## config.mk

```make
export PLATFORM = sky130hd
export DESIGN_NAME = prince_sbox_cms_compress_flat
export DESIGN_NICKNAME = d
export VERILOG_FILES = /design/src/rtl/prince_sbox_cms_compress_if.sv /design/src/rtl/prince_sbox_cms_compress.sv /design/src/flat_wrapper.sv
export SDC_FILE = /design/constraint.sdc
export NUM_CORES = 1
export LEC_CHECK = 0
export ABC_CLOCK_PERIOD_IN_PS = 1300
export BUFFER_PORTS_ARGS = -buffer_cell sky130_fd_sc_hd__buf_2
export CAP_MARGIN = 20
export CORE_MARGIN = 2
export CORE_UTILIZATION = 49
export DETAILED_ROUTE_END_ITERATION = 8
export HOLD_SLACK_MARGIN = 0.06
export PLACE_DENSITY = 0.77
export SLEW_MARGIN = 20
export SYNTH_ARGS = -nofsm -noshare
export SYNTH_HDL_FRONTEND = slang
export SYNTH_SLANG_ARGS = --single-unit
```

## constraint.sdc

```tcl
create_clock -name clk -period 1.3 [get_ports clk]
set_clock_uncertainty 0.05 [all_clocks]
set_input_delay 0.26 -clock clk [delete_from_list [all_inputs] [get_ports clk]]
set_output_delay 0.26 -clock clk [all_outputs]
set_load 0.02 [all_outputs]
```

## src/rtl/prince_sbox_cms_compress_if.sv

```systemverilog
// Handshake bundle between the PRINCE S-box CMS component stage, this
// register-and-compress stage, and the next round layer.
interface prince_sbox_cms_compress_if #(
  parameter int NBIT   = 4,
  parameter int NCOMP  = 16,
  parameter int NSHARE = 4
);
  logic                     in_valid;
  logic                     in_ready;
  logic [NBIT*NCOMP-1:0]    comp_in;
  logic                     out_valid;
  logic                     out_ready;
  logic [NBIT*NSHARE-1:0]   share_out;

  // Producer of component sets / consumer of compressed shares.
  modport master (
    output in_valid,
    output comp_in,
    input  in_ready,
    input  out_valid,
    input  share_out,
    output out_ready
  );

  // The compress stage itself.
  modport slave (
    input  in_valid,
    input  comp_in,
    output in_ready,
    output out_valid,
    input  out_ready,
    output share_out
  );
endinterface

```

## src/rtl/prince_sbox_cms_compress.sv

```systemverilog
// PRINCE S-box CMS register-and-compress stage.
// Stage 1 registers the raw 3rd-degree component terms unreduced (glitch
// barrier); stage 2 XOR-folds each group of NCOMP/NSHARE registered terms
// into one output share and registers it. Two-deep valid/ready pipe.
module prince_sbox_cms_compress #(
  parameter int NBIT   = 4,
  parameter int NCOMP  = 16,
  parameter int NSHARE = 4
) (
  input  logic                      clk,
  input  logic                      rst_n,
  prince_sbox_cms_compress_if.slave bus
);

  localparam int G = NCOMP / NSHARE;

  if ((NCOMP % NSHARE) != 0) begin : g_bad_share_count
    $error("prince_sbox_cms_compress: NCOMP must be a multiple of NSHARE");
  end

  logic                     s1_valid;
  logic                     s2_valid;
  logic                     s2_free;
  logic                     accept;
  logic                     advance;
  logic [NBIT*NCOMP-1:0]    s1_data;
  logic [NBIT*NSHARE-1:0]   s2_data;
  logic [NBIT*NSHARE-1:0]   comp_xor;

  // Handshake: stage 1 may load whenever it is empty or can move into stage 2.
  always_comb begin
    s2_free      = !s2_valid || bus.out_ready;
    bus.in_ready = !s1_valid || s2_free;
    accept       = bus.in_valid && bus.in_ready;
    advance      = s1_valid && s2_free;
  end

  // Compression reads only the stage-1 register, never comp_in, and each
  // share folds terms belonging to a single S-box bit.
  for (genvar b = 0; b < NBIT; b++) begin : g_bit
    for (genvar s = 0; s < NSHARE; s++) begin : g_share
      assign comp_xor[b*NSHARE+s] = ^s1_data[b*NCOMP+s*G +: G];
    end
  end

  // Stage 1: latch raw components on accept, otherwise hold bit-exact.
  always_ff @(posedge clk or negedge rst_n) begin
    if (!rst_n) begin
      s1_valid <= 1'b0;
      s1_data  <= '0;
    end else begin
      s1_valid <= accept || (s1_valid && !advance);
      if (accept) begin
        s1_data <= bus.comp_in;
      end
    end
  end

  // Stage 2: register compressed shares on advance, otherwise hold.
  always_ff @(posedge clk or negedge rst_n) begin
    if (!rst_n) begin
      s2_valid <= 1'b0;
      s2_data  <= '0;
    end else begin
      s2_valid <= advance || (s2_valid && !bus.out_ready);
      if (advance) begin
        s2_data <= comp_xor;
      end
    end
  end

  assign bus.out_valid = s2_valid;
  assign bus.share_out = s2_data;

endmodule
```

## src/flat_wrapper.sv

```systemverilog
// flat-port wrapper written by rule: the top's interface ports become plain ports
module prince_sbox_cms_compress_flat 
#(
  parameter int NBIT   = 4,
  parameter int NCOMP  = 16,
  parameter int NSHARE = 4
)
  (clk, rst_n, bus_in_valid, bus_comp_in, bus_in_ready, bus_out_valid, bus_out_ready, bus_share_out);
  prince_sbox_cms_compress_if #(.NBIT(NBIT), .NCOMP(NCOMP), .NSHARE(NSHARE)) bus_i ();
  input  logic clk;
  input  logic rst_n;
  input wire logic [$bits(bus_i.in_valid)-1:0] bus_in_valid;
  input wire logic [$bits(bus_i.comp_in)-1:0] bus_comp_in;
  output wire logic [$bits(bus_i.in_ready)-1:0] bus_in_ready;
  output wire logic [$bits(bus_i.out_valid)-1:0] bus_out_valid;
  input wire logic [$bits(bus_i.out_ready)-1:0] bus_out_ready;
  output wire logic [$bits(bus_i.share_out)-1:0] bus_share_out;
  assign bus_i.in_valid = bus_in_valid;
  assign bus_i.comp_in = bus_comp_in;
  assign bus_in_ready = bus_i.in_ready;
  assign bus_out_valid = bus_i.out_valid;
  assign bus_i.out_ready = bus_out_ready;
  assign bus_share_out = bus_i.share_out;
  prince_sbox_cms_compress #(.NBIT(NBIT), .NCOMP(NCOMP), .NSHARE(NSHARE)) u_core (.clk(clk), .rst_n(rst_n), .bus(bus_i));
endmodule
```

### Word level (Yosys, flattened, before mapping)

Index checks and enable logic that the tools add are counted.

* bits in writable memories: 0
* flip-flop bits (word level): 82
* memories: 0
* ROM bits: 0
* latch bits: 0
* output and inout port bits: 18

* bitwise logic cells: 0
* mux-type cells: 0
* reductions and logical operators: 28
* divide/modulo/power cells: 0
* $lt $le $gt $ge: 0
* multiply operators: 0
* add/sub/neg operators: 0
* eq/ne operators: 0
* shift operators: 0

Operators with widths (count)
* 4-bit parity: 16
* 1-bit logical AND: 4
* 1-bit zero test: 4
* 1-bit logical OR: 4

### Logic depth before layout (Yosys ltp)

* depth after elaboration: 6
* mapped depth: 4
* gate-level depth less buffers: 3

### Worst setup path before layout

OpenSTA, ideal clock, no wires.

* path type: register to register
* from: register u_core.s2_valid (netlist: u_core.bus.out_valid)
* to: register u_core.s1_data[0]
* path buffers: 1
* arrival: 1.292 ns
* cell stages (with the launch flop): 5
* setup slack: -0.168 ns
* library setup time: 0.125 ns
* required time: 1.125 ns
* cell sequence: dfrtp_1 -> nand3b_4 -> nand2_8 -> buf_12 -> mux2_4

* cells in the longest elaborated chain, start to end: 4

Ends and longest elaborated chain
* start: declaration: line prince_sbox_cms_compress.sv:22 `logic s2_valid;`
* start signal: assignment: line prince_sbox_cms_compress.sv:65 `s2_valid <= advance || (s2_valid && !bus.out_ready);`
* 1-bit zero test: line prince_sbox_cms_compress.sv:32 `s2_free = !s2_valid || bus.out_ready;`
* 1-bit logical OR: line prince_sbox_cms_compress.sv:32
* 1-bit logical OR: line prince_sbox_cms_compress.sv:33 `bus.in_ready = !s1_valid || s2_free;`
* via bus_in_ready: line flat_wrapper.sv:14 `output wire logic [$bits(bus_i.in_ready)-1:0] bus_in_ready;`
* 1-bit logical AND: line prince_sbox_cms_compress.sv:34 `accept = bus.in_valid && bus.in_ready;`
* end signal: assignment: line prince_sbox_cms_compress.sv:54 `s1_data <= bus.comp_in;`
* end: declaration: line prince_sbox_cms_compress.sv:26 `logic [NBIT*NCOMP-1:0] s1_data;`

The timed path passes the listed nets, and every way through them passes these cells.
A chain may end at the register's enable or synchronous reset.

### Worst setup path in the final report

* from: register u_core.s2_valid (netlist: u_core.bus.out_valid)
* to: register u_core.s2_data[6] (netlist: u_core.bus.share_out[6])

* cells in the longest elaborated chain, start to end: 3

Ends and longest elaborated chain
* 1-bit zero test: line prince_sbox_cms_compress.sv:32
* 1-bit logical OR: line prince_sbox_cms_compress.sv:32
* 1-bit logical AND: line prince_sbox_cms_compress.sv:35 `advance = s1_valid && s2_free;`
* end signal: assignment: line prince_sbox_cms_compress.sv:67 `s2_data <= comp_xor;`
* end: declaration: line prince_sbox_cms_compress.sv:27 `logic [NBIT*NSHARE-1:0] s2_data;`

No other way between the ends.

==> results.md <==
* Leading area contributor after synthesis: dfrtp_1
* Share of the yosys chip area belonging to registers at 0.541
* MaxCap Viol Count at 0
* Routed wire length per instance at approximately 15 um
* Number of placement rows at 32
* Global-route usage over all layers at 0.173
* Leakage Power at 0.00242 uW
* Post-detail-place hpwl at 4460 um
* Number of pins exceeding their max-slew limit in the final report at 0
* Endpoint required time on the critical path at between 1000 and 1500 ps
* Pin slew with the least headroom to its limit at 422 ps
* Critical path cell sequence: buf_4 > buf_6 > nand2b_4 > nand2_4 > buf_6 > mux2_4
* Total power consumption of the routed design at between 7000 and 8000 uW
* Worst slew margin relative to its limit at 0.719
* GPL Wtd Cong at roughly 0.73
* Post-route clock period utilization at 1.10
* Clock insertion delay at the later pin of the skew report at roughly 330 ps
* Routed Antenna Nets at 0
* CP Data Arrival Time at 1600 ps
* Failing checks: setup timing
* Most used cell along the critical path: buf_6
* Power Density at 1600 mW/mm^2
* Height of the die at 92.0 um
* Register bit count reported by yosys at between 80 and 90
* Buffers from clock root to sink, at most at 2
* Maximum number of pins on one net before global-route repair at between 80 and 90
* Gate Count Post-Synth at between 200 and 250
* Nature of the critical path endpoint: flop
* Worst slack, placed at -70.9 ps
* Clock Sinks at 82
* Final core utilization at 0.642
* CP max stage delay at approximately 440 ps
* Count of synthesis-stage warnings from yosys at 0
* Via count of the first global-routing pass at around 2.3k
* Overall die width at just over 90 um
* Drc violations at 0
* Layout net count at around 400
* Post-synthesis instance area at 0.00380 mm^2
* Fmax at roughly 0.7 GHz
* Number of buffers created by CTS at 9
* Shortest clock period the worst path allows after layout at 1430 ps
* Initial cell density of the core at 0.499
* Final count of negative-setup-slack endpoints at 57
* Final-report hold violation count at 0
* Antenna violations before repair at 0
* Net count after synthesis at between 200 and 300
* Fraction of layout cells with a size suffix above 1 at 0.605
* Number of port buffers at between 80 and 90
* RSZ-0062 raised after global routing: true
* Top Ports at 86
* Main area contributors after synthesis: dfrtp_1 (54%), mux2_4 (24%), xnor2_1 (7.4%), mux2_2 (5.9%), xor2_1 (3.7%)
* Iter 0 DRT Violations at 29
* Multi-input logic area at around 0.0017 mm^2
* Min setup slack post-route at -132 ps
* CTS HTree Levels at 3
* Wire length of the first global-routing pass at 11300 um
* Synth unique cells at 12
* Sequential cell area at 0.00205 mm^2
* Fin area at 0.00489 mm^2
* Clock transition at the registers of the reported paths at 80 ps
* Worst supply voltage drop on vdd at between 0.8 and 0.9 mV
* Layout fillers at ~600
* Post-DP Area at ~0.0044 mm^2
* CP max FO at 6
* TritonCTS clock tree: yes
* Final routed wirelength across all metal layers at ~6600 um
* Number of vias per cell at approximately 4.6
* Final global-route overflow total at 0
* Result of the run: finished with violations
* Clk Tree Root Cell: clkbuf_8
* Top-area cell type share of the netlist area at 0.541
* Worst min-delay path category: in -> reg
* Aggregate negative setup slack at -5920 ps
* First-pass detailed-route iteration total at 4
* Type of element launching the critical path: flop
* Diodes inserted at 0
* Die area at 0.00847 mm^2
* Total vias in the final route at a little over 2k
* Post-synthesis to final-layout area growth at 28.7%
* Area of the placeable core at 0.00761 mm^2
* Average footprint of a synthesized cell at around 17 um^2
* Type of the setup path with the least slack: reg -> reg
* Cell with the biggest individual delay on the critical path: dfrtp_2
[final timing paths]
| check | to | depth (start not counted) | startpoint | slack, ps |
|---|---|---|---|---|
| min | u_core.s1_data[16] | 2 | bus_comp_in[16] | 100 |
| max reg2reg | u_core.bus.share_out[6] | 6 | u_core.bus.out_valid | -130 |
| min reg2reg | u_core.bus.share_out[3] | 1 | u_core.bus.share_out[3] | 460 |
| max | u_core.bus.share_out[6] | 6 | u_core.bus.out_valid | -130 |
| max in group asynchronous | u_core.bus.out_valid | 3 | rst_n | 420 |
| min in group asynchronous | u_core.s1_data[6] | 3 | rst_n | 450 |
[final cells by class]
cell class / instances / area share
Clock buffer: 14 / 0.0333
Clock inverter: 2 / 0.00717
Multi-Input combinational cell: 134 / 0.343
Sequential cell: 82 / 0.420
Tap cell: 102 / 0.0261
Timing Repair Buffer: 110 / 0.170
[Yosys cell counts]
| cell type | number |
|---|---|
| nand2_2 | 1 |
| nand3b_4 | 1 |
| dfrtp_1 | 82 |
| buf_12 | 6 |
| nand2b_1 | 2 |
| mux2_4 | 60 |
| xnor2_1 | 32 |
| xor2_1 | 16 |
| nand2_8 | 1 |
| or2b_1 | 1 |
| buf_6 | 1 |
| mux2_2 | 20 |
[layout by cell type (no fill, tap or decap)]
cell and n:
buf_12 10, buf_16 2, buf_2 82, buf_4 4, buf_6 11, bufinv_16 1
clkbuf_1 3, clkbuf_8 11, clkinv_2 1, dfrtp_1 81, dfrtp_2 1, dlygate4sd3_1 1
mux2_2 6, mux2_4 74, nand2_4 1, nand2_8 1, nand2b_1 1, nand2b_4 1
nand3b_4 1, or2b_1 1, xnor2_1 32, xor2_1 16
[per-stage QoR]
stage	instances	hold slack, ps
2_1_floorplan	223	-85.6
3_3_place_gp	416	268
3_5_place_dp	416	273
4_1_cts	445	81.6
5_1_grt	444	76.8
6_report	444	101
[state kept, by name, indices dropped and copies added, names as in the netlist]
| signal | cells |
|---|---|
| u_core.s1_data | 64 |
| u_core.bus.share_out | 16 |
| u_core.s1_valid | 1 |
| u_core.bus.out_valid | 1 |
[metal layers]
metal,vias to the layer above,share of wire,track usage
met5,-,0,0
met4,0,0.012,0.0672
met3,6,0.035,0.0386
met2,41,0.52,0.297
met1,1017,0.43,0.214
li1,979,-,-
[where the power goes]
part / switching, uW / leakage [uW] / internal [uW]
logic: 1020 / 0.00137 / 1510
clock network: 827 / 0.000101 / 994
registers: 357 / 0.000955 / 3110
total: 2210 / 0.00242 / 5610
[what timing repair did]
action,CTS,global route
hold buffers,1,0
buffers inserted,8,4
endpoints found under the setup margin,54,80
gates cloned,4,0
gates resized for setup,16,10
hold endpoints to repair,82,0
[logic make-up after synthesis]
group,Yosys count,share of synthesized area
flip-flops,82,0.541
buffers and inverters,7,0.0346
multiplexers,80,0.297
XOR/XNOR,48,0.111
AND/OR/NAND/NOR,6,0.0175
[worst max-delay path, delay by kind of cell, from the launching register on]
family / cells / cell delay, ps
simple gates: 2 / 130
flops: 1 / 440
mux: 1 / 290
buf+inv: 3 / 390
No activity file was read; power rests on OpenSTA's default activity.
